**src/rtl/uart_frame_ctrl.sv**
```systemverilog
// uart_frame_ctrl: hunts SYNC_BYTE, latches a command byte and WORD_BYTES operand bytes (MSB first), presents the frame over valid/ready; UART_FRAME_CHECKSUM_EN adds a trailing XOR checksum byte
module uart_frame_ctrl #(
  parameter int WORD_BYTES = 4,
  parameter logic [7:0] SYNC_BYTE = 8'hA5,
  parameter int TIMEOUT_TICKS = 1600
) (
  input  logic                    clk,
  input  logic                    reset,
  input  logic                    s_tick,
  input  logic [7:0]              rx_byte,
  input  logic                    rx_done_tick,
  output logic [7:0]              cmd,
  output logic [8*WORD_BYTES-1:0] operand,
  output logic                    frame_valid,
  input  logic                    frame_ready,
  output logic                    busy,
  output logic                    err_timeout,
  output logic                    err_overrun,
  output logic                    err_chk
);
  localparam int W = 8 * WORD_BYTES;
  localparam int CW = $clog2(WORD_BYTES + 1);
  localparam int TW = $clog2(TIMEOUT_TICKS + 1);
  typedef enum logic [2:0] {
    IDLE,
    CMD,
    DATA,
`ifdef UART_FRAME_CHECKSUM_EN
    CHK,
`endif
    HOLD
  } state_t;
  state_t state_q, state_d;
  logic [7:0] cmd_q, cmd_d;
  logic [W-1:0] operand_q, operand_d, operand_shift;
  logic [CW-1:0] cnt_q, cnt_d;
  logic [TW-1:0] to_q, to_d;
  logic frame_valid_q, frame_valid_d, busy_q, busy_d;
  logic err_timeout_q, err_timeout_d, err_overrun_q, err_overrun_d, err_chk_q, err_chk_d;
  logic timed, last_byte, expired;
  generate
    if (WORD_BYTES == 1) begin : g_one
      assign operand_shift = rx_byte;
    end else begin : g_many
      assign operand_shift = {operand_q[W-9:0], rx_byte};
    end
  endgenerate
`ifdef UART_FRAME_CHECKSUM_EN
  logic [7:0] chk_calc;
  // expected checksum: XOR of the command and every operand byte
  always_comb begin
    chk_calc = cmd_q;
    for (int i = 0; i < WORD_BYTES; i++) chk_calc = chk_calc ^ operand_q[8*i +: 8];
  end
`endif
  // next state, frame assembly, inter-byte timeout and error pulses
  always_comb begin
    state_d = state_q;
    cmd_d = cmd_q;
    operand_d = operand_q;
    cnt_d = cnt_q;
    err_overrun_d = 1'b0;
    err_chk_d = 1'b0;
    timed = state_q != IDLE && state_q != HOLD;
    last_byte = cnt_q == CW'(WORD_BYTES - 1);
    expired = timed && s_tick && !rx_done_tick && to_q == TW'(TIMEOUT_TICKS - 1);
    case (state_q)
      IDLE: state_d = (rx_done_tick && rx_byte == SYNC_BYTE) ? CMD : IDLE;
      CMD: if (rx_done_tick) begin
        cmd_d = rx_byte;
        operand_d = '0;
        cnt_d = '0;
        state_d = DATA;
      end
      DATA: if (rx_done_tick) begin
        operand_d = operand_shift;
        cnt_d = cnt_q + CW'(1);
`ifdef UART_FRAME_CHECKSUM_EN
        if (last_byte) state_d = CHK;
`else
        if (last_byte) state_d = HOLD;
`endif
      end
`ifdef UART_FRAME_CHECKSUM_EN
      CHK: if (rx_done_tick) begin
        state_d = (rx_byte == chk_calc) ? HOLD : IDLE;
        err_chk_d = rx_byte != chk_calc;
      end
`endif
      HOLD: if (frame_ready) state_d = (rx_done_tick && rx_byte == SYNC_BYTE) ? CMD : IDLE;
            else err_overrun_d = rx_done_tick;
      default: state_d = IDLE;
    endcase
    if (expired) state_d = IDLE;
    err_timeout_d = expired;
    to_d = (!timed || rx_done_tick || state_d != state_q) ? '0 :
           (s_tick && to_q != TW'(TIMEOUT_TICKS)) ? to_q + TW'(1) : to_q;
    frame_valid_d = state_d == HOLD;
    busy_d = state_d != IDLE;
  end
  // state and registered outputs
  always_ff @(posedge clk or posedge reset) begin
    if (reset) begin
      state_q <= IDLE;
      cmd_q <= '0;
      operand_q <= '0;
      cnt_q <= '0;
      to_q <= '0;
      frame_valid_q <= 1'b0;
      busy_q <= 1'b0;
      err_timeout_q <= 1'b0;
      err_overrun_q <= 1'b0;
      err_chk_q <= 1'b0;
    end else begin
      state_q <= state_d;
      cmd_q <= cmd_d;
      operand_q <= operand_d;
      cnt_q <= cnt_d;
      to_q <= to_d;
      frame_valid_q <= frame_valid_d;
      busy_q <= busy_d;
      err_timeout_q <= err_timeout_d;
      err_overrun_q <= err_overrun_d;
      err_chk_q <= err_chk_d;
    end
  end
  assign cmd = cmd_q;
  assign operand = operand_q;
  assign frame_valid = frame_valid_q;
  assign busy = busy_q;
  assign err_timeout = err_timeout_q;
  assign err_overrun = err_overrun_q;
  assign err_chk = err_chk_q;
endmodule

```
**config.mk**
```make
export PLATFORM = sky130hd
export DESIGN_NAME = uart_frame_ctrl
export DESIGN_NICKNAME = d
export VERILOG_FILES = /design/src/rtl/uart_frame_ctrl.sv
export SDC_FILE = /design/constraint.sdc
export NUM_CORES = 1
export LEC_CHECK = 0
export CORE_MARGIN = 2
export CORE_UTILIZATION = 50
export DETAILED_ROUTE_END_ITERATION = 16
export HOLD_SLACK_MARGIN = 0.03
export PLACE_DENSITY = 0.79
export SLEW_MARGIN = 25
export SYNTH_ARGS = -nofsm -noshare
export SYNTH_HDL_FRONTEND = slang
export SYNTH_SLANG_ARGS = --single-unit
```
**constraint.sdc**
```tcl
create_clock -name clk -period 2.5 [get_ports clk]
set_input_delay 0.5 -clock clk [delete_from_list [all_inputs] [get_ports clk]]
set_output_delay 0.5 -clock clk [all_outputs]
set_load 0.02 [all_outputs]
```
; ---- Word level (Yosys, flattened, before mapping)
; Index checks and enable logic that the tools add are counted.
[word_totals]
in_bits = 13
reg_bits = 61
[op_classes]
mux = 17
addsub = 2
n_reduce_logical = 17
eq_ne = 12
[op_table]
columns = operator, n
row1 = 2-to-1 mux 32 bit, 2
row2 = case mux 32 bit (2 select lines), 1
row3 = 2-to-1 mux 11 bit, 2
row4 = 2-to-1 mux 3 bit, 7
row5 = == test 3 x 2 -> 1 bit (second input constant), 4
row6 = case mux 3 bit (4 select lines), 1
row7 = adder 11 x 1 -> 11 bit (second input constant), 1
row8 = == test 11 bit (second input constant), 1
row9 = inequality test 11 bit (second input constant), 1
row10 = == test 8 bit (second input constant), 1
row11 = logical AND 1 bit, 6
row12 = case mux 3 bit (2 select lines), 1
row13 = nonzero test 3 bit, 2
row14 = inequality test 2 bit (second input constant), 2
row15 = nonzero test 2 bit, 2
row16 = adder 3 x 1 -> 3 bit (second input constant), 1
row17 = == test 3 x 1 -> 1 bit (second input constant), 1
row18 = logical NOT 3 bit, 1
row19 = 2-to-1 mux 1 bit, 3
row20 = inequality test 3 x 2 -> 1 bit (second input constant), 1
row21 = inequality test 3 bit, 1
row22 = AND reduction 3 bit, 1
row23 = logical NOT 1 bit, 2
row24 = logical OR 1 bit, 2
row25 = AND reduction 2 bit, 1

; ---- Longest topological paths before layout
[logic_depth]
word_depth = 9
depth_mapped = 7
depth_no_buf = 6

; ---- Worst setup path before layout
; OpenSTA, ideal clock, no wires.
[synth_path]
path_type = input to register
startpoint = input port rx_done_tick
endpoint = register busy_q (netlist: busy)
t_arrival_ns = 1.552
path_slack_ns = 0.821
stages = 5
path_buffers = 1
cell_sequence = buf_2 > or3b_1 > or4_1 > o2111ai_1 > o21ai_1
[synth_via]
elab_chain_cells = 6
[synth_rtl]
columns = item, line_no
row1 = "start, declared", 11  ; input logic rx_done_tick,
row2 = logical AND 1 bit, "68, 90"
row3 = 2-to-1 mux 1 bit, "68, 90"
row4 = 2-to-1 mux 3 bit, 90  ; HOLD: if (frame_ready) state_d = (rx_done_tick && rx_byte == SYNC_BYTE) ? CMD : IDLE;
row5 = case mux 3 bit (4 select lines), 67  ; case (state_q)
row6 = 2-to-1 mux 3 bit *, 94  ; if (expired) state_d = IDLE;
row7 = nonzero test 3 bit *, 99  ; busy_d = state_d != IDLE;
row8 = named net busy_d, 38  ; logic frame_valid_q, frame_valid_d, busy_q, busy_d;
row9 = "end signal, assigned", 121  ; busy_q <= busy_d;
row10 = "end, declared", 38
; Mark *: on every way through the listed nets, which the timed path passes. The rest lies on a longest branch.
; A chain may end at the register's enable or synchronous reset.

; ---- Final worst setup path
[layout_path]
startpoint = input port s_tick
endpoint = register frame_valid_q (netlist: frame_valid)
[layout_via]
elab_chain_cells = 5
[layout_rtl]
columns = item, line_no
row1 = "start, declared", 9  ; input logic s_tick,
row2 = logical AND 1 bit (3 in a row), 66  ; expired = timed && s_tick && !rx_done_tick && to_q == TW'(TIMEOUT_TICKS - 1);
row3 = 2-to-1 mux 3 bit, 94
row4 = == test 3 x 2 -> 1 bit, 98  ; frame_valid_d = state_d == HOLD;
row5 = named net frame_valid_d, 38
row6 = "end signal, assigned", 120  ; frame_valid_q <= frame_valid_d;
row7 = "end, declared", 38
; The timed path passes the listed nets, and every way through them passes these cells.

==> metrics <==
Slew headroom 0.509; CTS tree done; share of post-route cells with drive strength above 1 0.129; Clock transition at path regs around 0.08 ns; Synth top area share 0.567; Post-CTS Setup Inserts 0; GRT Overall Usage 0.202; top post-synthesis cells by area dfrtp_1 (57%), nand2_1 (6.1%), a22o_1 (4.6%), mux2_2 (3.8%), o21ai_0 (3.0%); crit path capture type register; logic gate share of total power 0.042; worst skew pair latency between 0.3 and 0.4 ns; Critical Path Slowest Stage Cell or4b_4; maximum clock rate 532 MHz; RSZ-0062 raised after global routing false; # diodes 0; initial core utilization 0.524; commonest cells after routing, fill and taps aside dfrtp_1 (61), clkdlybuf4s50_1 (56), nand2_1 (44), nor2_1 (18), o21ai_0 (16); global-route wire length before repair around 9400 µm; CP max stage delay approximately 0.6 ns; pre-CTS setup slack about 0.28 ns; post_cts resized 0; RR Startpoint state_q[1]; hold path cells 2; reg2reg end operand[22]; async set-reset flop share out of synthesis 1.00; Core Region between 5000 and 6000 µm²; # nets final around 320; placed cell count between 300 and 400; Worst Min Path Start operand[27]; status completed; Site Rows 26; fin crit period 1.88 ns; critical path, cell by cell clkdlybuf4s50_1 > nand4_4 > or4b_4 > a21oi_2 > nor3_1; EDFF count, synth 0; clock sinks 61; hold buffers post-CTS 0; Num CTS Buffers 9; Worst Path Class, Setup in2reg; Worst Path Required around 2.7 ns; DR vias around 2.0k; post-route DRC violation count 0; post-synth cell types 42; Syn Inst Count roughly 250; crit-path max FO 9; clk buf depth 2; vias in the first global route roughly 1.9k; most common flop cell mapped by yosys dfrtp_1; register area approximately 1500 µm²; synthesized cell area 2690 µm²; final hold viol count 0; FF+latch count, synth 61; Port Buffers between 50 and 60; Die Span X between 70 and 80 µm; Switching Power around 460 µW; Worst Path Arrival 2.09 ns; final setup TNS 0 ns; Routed WL roughly 5500 µm; fin. max-slew vios 0; register area share after synthesis 0.567; cell taking the most area after synthesis dfrtp_1; 1st-iter DRT viols between 150 and 200; critical path launch point type primary input; max-cap violation count 0; PwrDens 579 nW/µm²; clk root buf clkbuf_8; Final WS setup 0.621 ns; Die Height around 77 µm; Clock Skews 0.0105 ns; Pre-antenna DRT Iters 4; final setup vio count 0; Die Area between 5000 and 6000 µm²; Avg Inst Size Synth 10.9 µm²; switching share of power 0.224; area delta synth->final 32.4%; area occupied by multi-input gates ~1100 µm²; Ys Warns 0; internal power between 1.5 and 2 mW; routed vias/inst 5.30; hold path endpoint operand[27]; post-route antenna net violation count 0; Peak supply drop 0.412 mV; filler instances 415; Layout Cells excl Fill roughly 380; commonest non-fill, non-tap cell in the layout dfrtp_1; post-DR wirelength/cell 14.5 µm; path category of the worst min-delay check reg2reg; dpl hpwl around 3700 µm; pin count of the biggest net entering global routing 62; initial antenna violation count 0; r2r setup slk between 0.6 and 0.7 ns; fin crit share 0.752; sequential power share 0.486; H-tree depth 3; Remaining Overflow, GRT 0; GP Congestion just over 0.8; Register-to-Register Path Depth 4; Clock power frac 0.472; io pins between 50 and 60; Slew @ Worst Pin roughly 0.74 ns; Pleak approximately 1.5 nW
[synthesized netlist by cell type, drive strengths merged, types with 3 or more instances]
cell and n:
mux2 9, nor2 19, nand4 5, nand2 44, a22o 14, inv 6
o21ai 21, buf 14, dfrtp 61, nor4bb 4, ha 4, xnor2 8
xor2 3, nor3 8
[routing by layer]
metal	wire, µm	vias up	global-route usage
li1	-	984	-
met1	2600	980	0.283
met2	2630	48	0.301
met3	192	8	0.0419
met4	99	0	0.100
met5	0	-	0
[power groups by stage]
stage / combinational [mW] / sequential [mW] / clock [mW]
floorplan: 0.0363 / 1.02 / 0
global placement: 0.0872 / 1.02 / 0
detailed placement: 0.0885 / 1.02 / 0
CTS: 0.0892 / 1.00 / 0.989
global route: 0.0961 / 1.00 / 1.03
finish: 0.0874 / 1.00 / 0.974
[critical path, delay by kind of cell]
| kind | cells | cell delay, ns |
|---|---|---|
| AOI/OAI and AO/OA | 1 | 0.17 |
| and+or+nand+nor | 3 | 0.84 |
| buffers and inverters | 1 | 0.58 |
[worst max-delay path by stage]
| stage | from | to | slack [ns] | cells after the start |
|---|---|---|---|---|
| 2_1_floorplan | reset | busy | 0.49 | 1 |
| 5_1_grt | state_q[1] | operand[25] | 0.44 | 4 |
| 6_report | s_tick | frame_valid | 0.62 | 5 |
| 3_3_place_gp | s_tick | frame_valid | 0.29 | 5 |
| 3_5_place_dp | s_tick | frame_valid | 0.28 | 5 |
| 4_1_cts | operand[1] | operand[1] | 0.62 | 1 |
[logic make-up after synthesis]
kind of cell / Yosys count / synth area share
fa+ha+maj: 4 / 0.0186
compound gates: 45 / 0.115
buf+inv: 22 / 0.0413
xor+xnor: 11 / 0.0358
flops: 61 / 0.567
other cells: 1 / 0.00139
simple gates: 93 / 0.177
mux: 11 / 0.0451
[through the flow]
| step | util | hold slack [ns] | total power [mW] | cell area, µm² |
|---|---|---|---|---|
| floorplan | - | 0.450 | 1.06 | 2700 |
| global route | 0.694 | 0.520 | 2.13 | 3570 |
| detailed placement | 0.651 | 0.470 | 1.11 | 3340 |
| CTS | 0.694 | 0.488 | 2.08 | 3570 |
| global placement | 0.651 | 0.461 | 1.11 | 3340 |
| finish | 0.694 | 0.482 | 2.06 | 3570 |
[registers in the layout, summed over array words and instances (netlist names)]
| signal | count |
|---|---|
| busy | 1 |
| operand | 32 |
| state_q | 3 |
| frame_valid | 1 |
| cnt_q | 3 |
| cmd | 8 |
| err_overrun | 1 |
| err_timeout | 1 |
| to_q | 11 |
[area by class of cell]
cell class / instances / share of cell area
clock buffers: 9 / 0.0347
inverters: 6 / 0.00632
well taps: 70 / 0.0246
flip-flops and latches: 61 / 0.428
multi-input cells: 166 / 0.302
repair buffers: 62 / 0.177
clock inverters: 7 / 0.0274
Power figures use the tool's default switching activity.
